**src/rtl/uart_pkg.sv**
```systemverilog
// Shared UART definitions: parity modes, receiver FSM states and the
// majority vote used for mid-bit sampling.
package uart_pkg;

    localparam int unsigned PAR_NONE = 0;
    localparam int unsigned PAR_ODD  = 1;
    localparam int unsigned PAR_EVEN = 2;

    typedef enum logic [2:0] {
        ST_IDLE,
        ST_START,
        ST_DATA,
        ST_PARITY,
        ST_STOP,
        ST_BREAK_WAIT
    } rx_state_t;

    function automatic logic maj3(input logic a, input logic b, input logic c);
        return (a & b) | (a & c) | (b & c);
    endfunction

endpackage

```
**src/rtl/uart_rx_cfg_if.sv**
```systemverilog
// Received-word handshake: the receiver is the master, the consumer the slave.
interface uart_rx_cfg_if #(
    parameter int unsigned DATA_BITS = 8
);
    logic [DATA_BITS-1:0] data;
    logic                 valid;
    logic                 ready;
    logic                 parity_err;
    logic                 frame_err;
    logic                 break_det;
    logic                 overrun;

    modport master (
        output data, valid, parity_err, frame_err, break_det, overrun,
        input  ready
    );

    modport slave (
        input  data, valid, parity_err, frame_err, break_det, overrun,
        output ready
    );
endinterface

```
**src/rtl/uart_baud_tick.sv**
```systemverilog
// Oversample tick prescaler: one-cycle tick every CLK_DIV clocks, phase
// realigned by reload.
module uart_baud_tick #(
    parameter int unsigned CLK_DIV = 651
) (
    input  logic clk,
    input  logic rst_n,
    input  logic reload,
    output logic tick
);
    localparam int unsigned CW = (CLK_DIV > 1) ? $clog2(CLK_DIV) : 1;
    localparam logic [CW-1:0] TOP = CW'(CLK_DIV - 1);

    logic [CW-1:0] cnt;

    always_ff @(posedge clk or negedge rst_n) begin
        if (!rst_n) begin
            cnt <= TOP;
        end else if (reload || cnt == '0) begin
            cnt <= TOP;
        end else begin
            cnt <= cnt - 1'b1;
        end
    end

    assign tick = (cnt == '0);
endmodule

```
**src/rtl/uart_rx_cfg.sv**
```systemverilog
// Configurable oversampling UART receiver with majority voting, parity,
// framing and break detection, and a valid/ready holding register.
module uart_rx_cfg
    import uart_pkg::*;
#(
    parameter int unsigned CLK_DIV    = 651,
    parameter int unsigned OVERSAMPLE = 8,
    parameter int unsigned DATA_BITS  = 8,
    parameter int unsigned PARITY     = 0,
    parameter int unsigned STOP_BITS  = 1
) (
    input  logic          clk,
    input  logic          rst_n,
    input  logic          rx,
    output logic          busy,
    uart_rx_cfg_if.master bus
);
    localparam int unsigned TW = $clog2(OVERSAMPLE);
    localparam int unsigned BW = $clog2(DATA_BITS);
    localparam int unsigned M  = OVERSAMPLE / 2;
    localparam logic [TW-1:0] T_A    = TW'(M - 1);
    localparam logic [TW-1:0] T_B    = TW'(M);
    localparam logic [TW-1:0] T_C    = TW'(M + 1);
    localparam logic [TW-1:0] T_LAST = TW'(OVERSAMPLE - 1);
    localparam logic [BW-1:0] B_LAST = BW'(DATA_BITS - 1);
    localparam logic S_LAST = (STOP_BITS == 2);
    localparam logic ODD    = (PARITY == PAR_ODD);
    localparam logic PAR_EN = (PARITY == PAR_ODD) || (PARITY == PAR_EVEN);

    logic                 rx_meta, rxs, rxs_prev;
    rx_state_t            state;
    logic [TW-1:0]        tc;
    logic [BW-1:0]        bitcnt;
    logic                 stopcnt, s0, s1, par_bit, perr, ferr;
    logic [DATA_BITS-1:0] shreg;
    logic                 tick, start_edge, vote, in_bit, ferr_fin, brk_fin;

    always_ff @(posedge clk or negedge rst_n) begin
        if (!rst_n) begin
            rx_meta  <= 1'b1;
            rxs      <= 1'b1;
            rxs_prev <= 1'b1;
        end else begin
            rx_meta  <= rx;
            rxs      <= rx_meta;
            rxs_prev <= rxs;
        end
    end

    assign start_edge = (state == ST_IDLE) && rxs_prev && !rxs;
    assign vote       = maj3(s0, s1, rxs);
    assign in_bit     = (state == ST_START) || (state == ST_DATA) ||
                        (state == ST_PARITY) || (state == ST_STOP);
    // Final-stop-bit view of the frame, used at the commit tick.
    assign ferr_fin   = ferr | ~vote;
    assign brk_fin    = ferr_fin && (shreg == '0) && ((PARITY == PAR_NONE) || !par_bit);

    uart_baud_tick #(.CLK_DIV(CLK_DIV)) u_tick (
        .clk    (clk),
        .rst_n  (rst_n),
        .reload (start_edge),
        .tick   (tick)
    );

    always_ff @(posedge clk or negedge rst_n) begin
        if (!rst_n) begin
            state          <= ST_IDLE;
            tc             <= '0;
            bitcnt         <= '0;
            stopcnt        <= 1'b0;
            s0             <= 1'b1;
            s1             <= 1'b1;
            par_bit        <= 1'b0;
            perr           <= 1'b0;
            ferr           <= 1'b0;
            shreg          <= '0;
            busy           <= 1'b0;
            bus.data       <= '0;
            bus.valid      <= 1'b0;
            bus.parity_err <= 1'b0;
            bus.frame_err  <= 1'b0;
            bus.break_det  <= 1'b0;
            bus.overrun    <= 1'b0;
        end else begin
            bus.overrun <= 1'b0;
            if (bus.valid && bus.ready) bus.valid <= 1'b0;
            if (tick && in_bit) begin
                tc <= (tc == T_LAST) ? '0 : tc + 1'b1;
                if (tc == T_A) s0 <= rxs;
                if (tc == T_B) s1 <= rxs;
            end
            case (state)
                ST_IDLE: if (start_edge) begin
                    state   <= ST_START;
                    busy    <= 1'b1;
                    tc      <= '0;
                    perr    <= 1'b0;
                    ferr    <= 1'b0;
                    par_bit <= 1'b0;
                end
                ST_START: if (tick) begin
                    if (tc == T_C && vote) begin
                        state <= ST_IDLE;
                        busy  <= 1'b0;
                    end else if (tc == T_LAST) begin
                        state  <= ST_DATA;
                        bitcnt <= '0;
                    end
                end
                ST_DATA: if (tick) begin
                    if (tc == T_C) shreg <= {vote, shreg[DATA_BITS-1:1]};
                    if (tc == T_LAST) begin
                        bitcnt <= bitcnt + 1'b1;
                        if (bitcnt == B_LAST) begin
                            stopcnt <= 1'b0;
                            if (PAR_EN) state <= ST_PARITY;
                            else        state <= ST_STOP;
                        end
                    end
                end
                ST_PARITY: if (tick) begin
                    if (tc == T_C) begin
                        par_bit <= vote;
                        perr    <= (^shreg) ^ vote ^ ODD;
                    end
                    if (tc == T_LAST) state <= ST_STOP;
                end
                ST_STOP: if (tick) begin
                    if (tc == T_LAST) stopcnt <= 1'b1;
                    if (tc == T_C) begin
                        if (stopcnt == S_LAST) begin
                            if (!bus.valid || bus.ready) begin
                                bus.data       <= shreg;
                                bus.valid      <= 1'b1;
                                bus.parity_err <= perr;
                                bus.frame_err  <= ferr_fin;
                                bus.break_det  <= brk_fin;
                            end else begin
                                bus.overrun <= 1'b1;
                            end
                            if (brk_fin) state <= ST_BREAK_WAIT;
                            else         state <= ST_IDLE;
                            busy <= brk_fin;
                            tc   <= '0;
                        end else begin
                            ferr <= ferr_fin;
                        end
                    end
                end
                ST_BREAK_WAIT: if (tick) begin
                    if (!rxs) begin
                        tc <= '0;
                    end else if (tc == T_LAST) begin
                        state <= ST_IDLE;
                        busy  <= 1'b0;
                    end else begin
                        tc <= tc + 1'b1;
                    end
                end
                default: state <= ST_IDLE;
            endcase
        end
    end
endmodule

```
**src/flat_wrapper.sv**
```systemverilog
// flat-port wrapper written by rule: the top's interface ports become plain ports
module uart_rx_cfg_flat import uart_pkg::*;
#(
    parameter int unsigned CLK_DIV    = 651,
    parameter int unsigned OVERSAMPLE = 8,
    parameter int unsigned DATA_BITS  = 8,
    parameter int unsigned PARITY     = 0,
    parameter int unsigned STOP_BITS  = 1
)
  (clk, rst_n, rx, busy, bus_data, bus_valid, bus_parity_err, bus_frame_err, bus_break_det, bus_overrun, bus_ready);
  uart_rx_cfg_if #(.DATA_BITS(DATA_BITS)) bus_i ();
  input  logic clk;
  input  logic rst_n;
  input  logic rx;
  output logic busy;
  output wire logic [$bits(bus_i.data)-1:0] bus_data;
  output wire logic [$bits(bus_i.valid)-1:0] bus_valid;
  output wire logic [$bits(bus_i.parity_err)-1:0] bus_parity_err;
  output wire logic [$bits(bus_i.frame_err)-1:0] bus_frame_err;
  output wire logic [$bits(bus_i.break_det)-1:0] bus_break_det;
  output wire logic [$bits(bus_i.overrun)-1:0] bus_overrun;
  input wire logic [$bits(bus_i.ready)-1:0] bus_ready;
  assign bus_data = bus_i.data;
  assign bus_valid = bus_i.valid;
  assign bus_parity_err = bus_i.parity_err;
  assign bus_frame_err = bus_i.frame_err;
  assign bus_break_det = bus_i.break_det;
  assign bus_overrun = bus_i.overrun;
  assign bus_i.ready = bus_ready;
  uart_rx_cfg #(.CLK_DIV(CLK_DIV), .OVERSAMPLE(OVERSAMPLE), .DATA_BITS(DATA_BITS), .PARITY(PARITY), .STOP_BITS(STOP_BITS)) u_core (.clk(clk), .rst_n(rst_n), .rx(rx), .busy(busy), .bus(bus_i));
endmodule
```
**config.mk**
```make
export PLATFORM = sky130hd
export DESIGN_NAME = uart_rx_cfg_flat
export DESIGN_NICKNAME = d
export VERILOG_FILES = /design/src/rtl/uart_pkg.sv /design/src/rtl/uart_rx_cfg_if.sv /design/src/rtl/uart_baud_tick.sv /design/src/rtl/uart_rx_cfg.sv /design/src/flat_wrapper.sv
export SDC_FILE = /design/constraint.sdc
export NUM_CORES = 1
export LEC_CHECK = 0
export ABC_CLOCK_PERIOD_IN_PS = 4700
export CORE_ASPECT_RATIO = 0.75
export CORE_MARGIN = 5
export CORE_UTILIZATION = 50
export DETAILED_ROUTE_END_ITERATION = 8
export HOLD_SLACK_MARGIN = 0.06
export PLACE_DENSITY = 0.7
export SETUP_SLACK_MARGIN = 0.02
export SYNTH_ARGS = -nofsm -noshare
export SYNTH_HDL_FRONTEND = slang
export SYNTH_SLANG_ARGS = --single-unit
```
**constraint.sdc**
```tcl
create_clock -name clk -period 4.7 [get_ports clk]
set_input_delay 0.705 -clock clk [delete_from_list [all_inputs] [get_ports clk]]
set_output_delay 0.705 -clock clk [all_outputs]
set_load 0.05 [all_outputs]
```
==> run_results.csv <==
group,metric,value,unit
cts,clk_latency,300,ps
detailed_routing,detail_route.first_pass.iterations,4,
cells_and_area,area_growth,10.15,%
hold_path,holdPathEnd,"u_core.rxs",
placed_design,dpl.hpwl,3534,µm
sta,finClkSkew,5.719,ps
floorplan,die_h,71.86,µm
cts,cts_tree,"built",
sta,timing.final.ws_setup,1761,ps
critical_path,crit_path_start_kind,"flip-flop",
critical_path,cp-end-kind,"flip-flop",
floorplan,ios,18,
logic_synthesis,synth_area_leaders,"dfrtp_1, dfstp_2, ha_1, mux2_4, nand2_1",
cts,cts_inserted_buffers,5,
cells_and_area,drive_gt1_frac,0.1313,
logic_synthesis,synthTopCellsByCount,"dfrtp_1, nand2_1, inv_1, nor2_1, ha_1",
logic_synthesis,yosysSeqAreaShare,0.4850,
sta,setup-violations-final,0,
floorplan,die_area,0.006646,mm²
detailed_routing,drt_wl_total,4822,µm
job,cap_violations,0,
global_route,overflow,0,
floorplan,placementRows,22,
cts,holdBufCountCts,0,
cts,cts.clk_slew.worst_paths,90,ps
critical_path,path_cells,"inv_1 > ha_1 > or4b_1 > or3_1 > nor3_4 > nand4_2 > mux2_1",
critical_path,timing.rr.start,"u_core.u_tick.cnt[0]",
logic_synthesis,syn-cell-area,0.002551,mm²
detailed_routing,wl_per_cell,15.12,µm
cells_and_area,register_area,0.001237,mm²
power,leakagePower,1.257,nW
logic_synthesis,avgSynthCellArea,10.46,µm²
hold_path,min_from,"u_core.rx_meta",
logic_synthesis,post-synth-top-count-cell,"dfrtp_1",
cells_and_area,fin_nets,275,
logic_synthesis,ys_async_sr_fraction,1.000,
placed_design,place.gp.congestion,0.9156,
cts,cts_setup_buffers,0,
cts,htree_levels,2,
detailed_routing,route.detailed.drc,0,
logic_synthesis,synth_nets,261,
sta,finalHoldViolations,0,
placed_design,dpl_worst_slack,1751,ps
global_route,grt_use_total,0.1595,
global_route,grt_pass1_vias,1713,
sta,fin_crit_sh,0.6253,
floorplan,coreArea,0.004927,mm²
cts,cts-root-buf,"clkbuf_8",
logic_synthesis,syn_inst,244,
sta,fin_crit,2939,ps
critical_path,cp.arrival,3120,ps
floorplan,initial_core_util,0.5178,
cts,clock-sinks,49,
logic_synthesis,synth_top_cell_area_share,0.3923,
sta,slew_violations,0,
cts,cts_buffer_depth,2,
global_route,grt_max_degree,50,
logic_synthesis,yosys_warnings,0,
logic_synthesis,synthFlopType,"dfrtp_1",
critical_path,critPathMaxStageDelay,520,ps
global_route,grt_pass1_wl,8438,µm
power,pwr_density_cell,408.7,mW/mm²
floorplan,die_w,92.48,µm
power,ir_worst_vdd,273.4,µV
critical_path,worstSetupPathType,"flip-flop to flip-flop",
global_route,antenna_found_initial,0,
hold_path,whs_path_depth,0,
sta,fmax,340.3,MHz
cells_and_area,multi_input_area,0.001181,mm²
hold_path,min_path_type,"flip-flop to flip-flop",
logic_synthesis,synth_edf_count,0,
logic_synthesis,synth_cell_types,52,
sta,finalSetupTns,0,ps
detailed_routing,ant_nets,0,
sta,rsz0062_at_grt,"false",
detailed_routing,drt-initial-drc-count,188,
detailed_routing,via_per_inst,5.502,
critical_path,r2r-end,"u_core.bus.data[5]",
sta,worst_pin_slew,1048,ps
placed_design,port-buffer-count,17,
critical_path,worst-path-max-fanout,11,
cells_and_area,nFillCells,437,
critical_path,reg2regPathDepth,7,
critical_path,cp_slowest_cell,"or4b_1",
logic_synthesis,synth_top_cell_by_area,"dfrtp_1",
cts,cts_resized,0,
logic_synthesis,ys_ff_latch,49,
detailed_routing,vias,1755,
cells_and_area,diodes,0,
run_status,status,"finished, final reports clean",
sta,slew_headroom,0.3014,
critical_path,cp.required,4890,ps
critical_path,r2r_slack,1760,ps
[per-layer routing]
metal  track usage  routed length [µm]
met3       0.03463                 315
met2        0.2146                1872
met5             0                   0
met4       0.04448                  58
met1        0.2537                2576
[cells by family (layout without fill, tap and decap cells)]
logic type,count (synthesis),in the layout,share of synthesized area
xor gates and xnor gates,12,12,0.04120
DFF,49,49,0.4850
muxes,16,16,0.08386
and+or+nand+nor,87,87,0.1756
adders and majority gates,14,14,0.06768
AOI/OAI and AO/OA,37,37,0.09466
buffers and inverters,29,44,0.05198
[per-stage QoR]
step	std cells	cell area, µm²	hold WS, ps	utilization	total power [mW]
floorplan	244	2551	345.2	-	0.8390
global placement	311	2730	348.0	0.5541	0.9061
detailed placement	311	2730	350.3	0.5541	0.9141
CTS	319	2810	364.1	0.5703	1.152
global route	319	2810	370.6	0.5703	1.233
finish	319	2810	361.2	0.5703	1.148
[flip-flops by register name (all words and copies together), names as in the netlist]
name                   cells
u_core.u_tick.cnt         10
u_core.bus.data            8
u_core.shreg               8
u_core.bitcnt              3
u_core.state               3
u_core.tc                  3
u_core.bus.break_det       1
u_core.bus.frame_err       1
u_core.bus.overrun         1
u_core.bus.parity_err      1
u_core.bus.valid           1
u_core.busy                1
u_core.ferr                1
u_core.perr                1
u_core.rx_meta             1
u_core.rxs                 1
u_core.rxs_prev            1
u_core.s0                  1
u_core.s1                  1
u_core.stopcnt             1
[area by class of cell]
class / count / share of cell area
timing repair buffer: 17 / 0.05877
sequential: 49 / 0.4403
inverter: 19 / 0.02538
multi-input combinational: 166 / 0.4203
tap: 60 / 0.02671
clock buffer: 8 / 0.02850
[worst max-delay path, delay by kind of cell (launching register included)]
| kind | cells | cell delay (ps) |
|---|---|---|
| adders and majority gates | 1 | 140 |
| buffers and inverters | 1 | 90 |
| DFF | 1 | 400 |
| muxes | 1 | 480 |
| and+or+nand+nor | 4 | 1720 |
[report_power, final]
group,total (mW),switching [mW],internal [mW]
clock network,0.237,0.131,0.106
logic,0.320,0.197,0.123
registers,0.591,0.0947,0.497
[worst max path at each step]
stage	cells past startpoint	to	slack, ps	from
2_1_floorplan	9	u_core.bus.break_det	2270	u_core.u_tick.cnt[0]
3_3_place_gp	7	u_core.bus.data[5]	1840	u_core.u_tick.cnt[0]
3_5_place_dp	7	u_core.bus.data[5]	1750	u_core.u_tick.cnt[0]
4_1_cts	7	u_core.bus.data[5]	1740	u_core.u_tick.cnt[0]
5_1_grt	7	u_core.bus.data[5]	1570	u_core.u_tick.cnt[0]
6_report	7	u_core.bus.data[5]	1760	u_core.u_tick.cnt[0]
[layout by cell type, fill, tap and decap left out, types with 3 or more instances in the layout]
| cell | n |
|---|---|
| dfrtp_1 | 40 |
| nand2_1 | 31 |
| inv_1 | 19 |
| nor2_1 | 19 |
| clkdlybuf4s50_1 | 16 |
| ha_1 | 13 |
| o21ai_0 | 12 |
| mux2_4 | 10 |
| xnor2_1 | 9 |
| dfstp_2 | 9 |
| a21oi_1 | 7 |
| nand3_1 | 6 |
| nor4_1 | 5 |
| clkbuf_8 | 5 |
| or3_1 | 3 |
| mux2i_1 | 3 |
| xor2_1 | 3 |
| clkbuf_1 | 3 |
No activity file was read; power rests on OpenSTA's default activity.
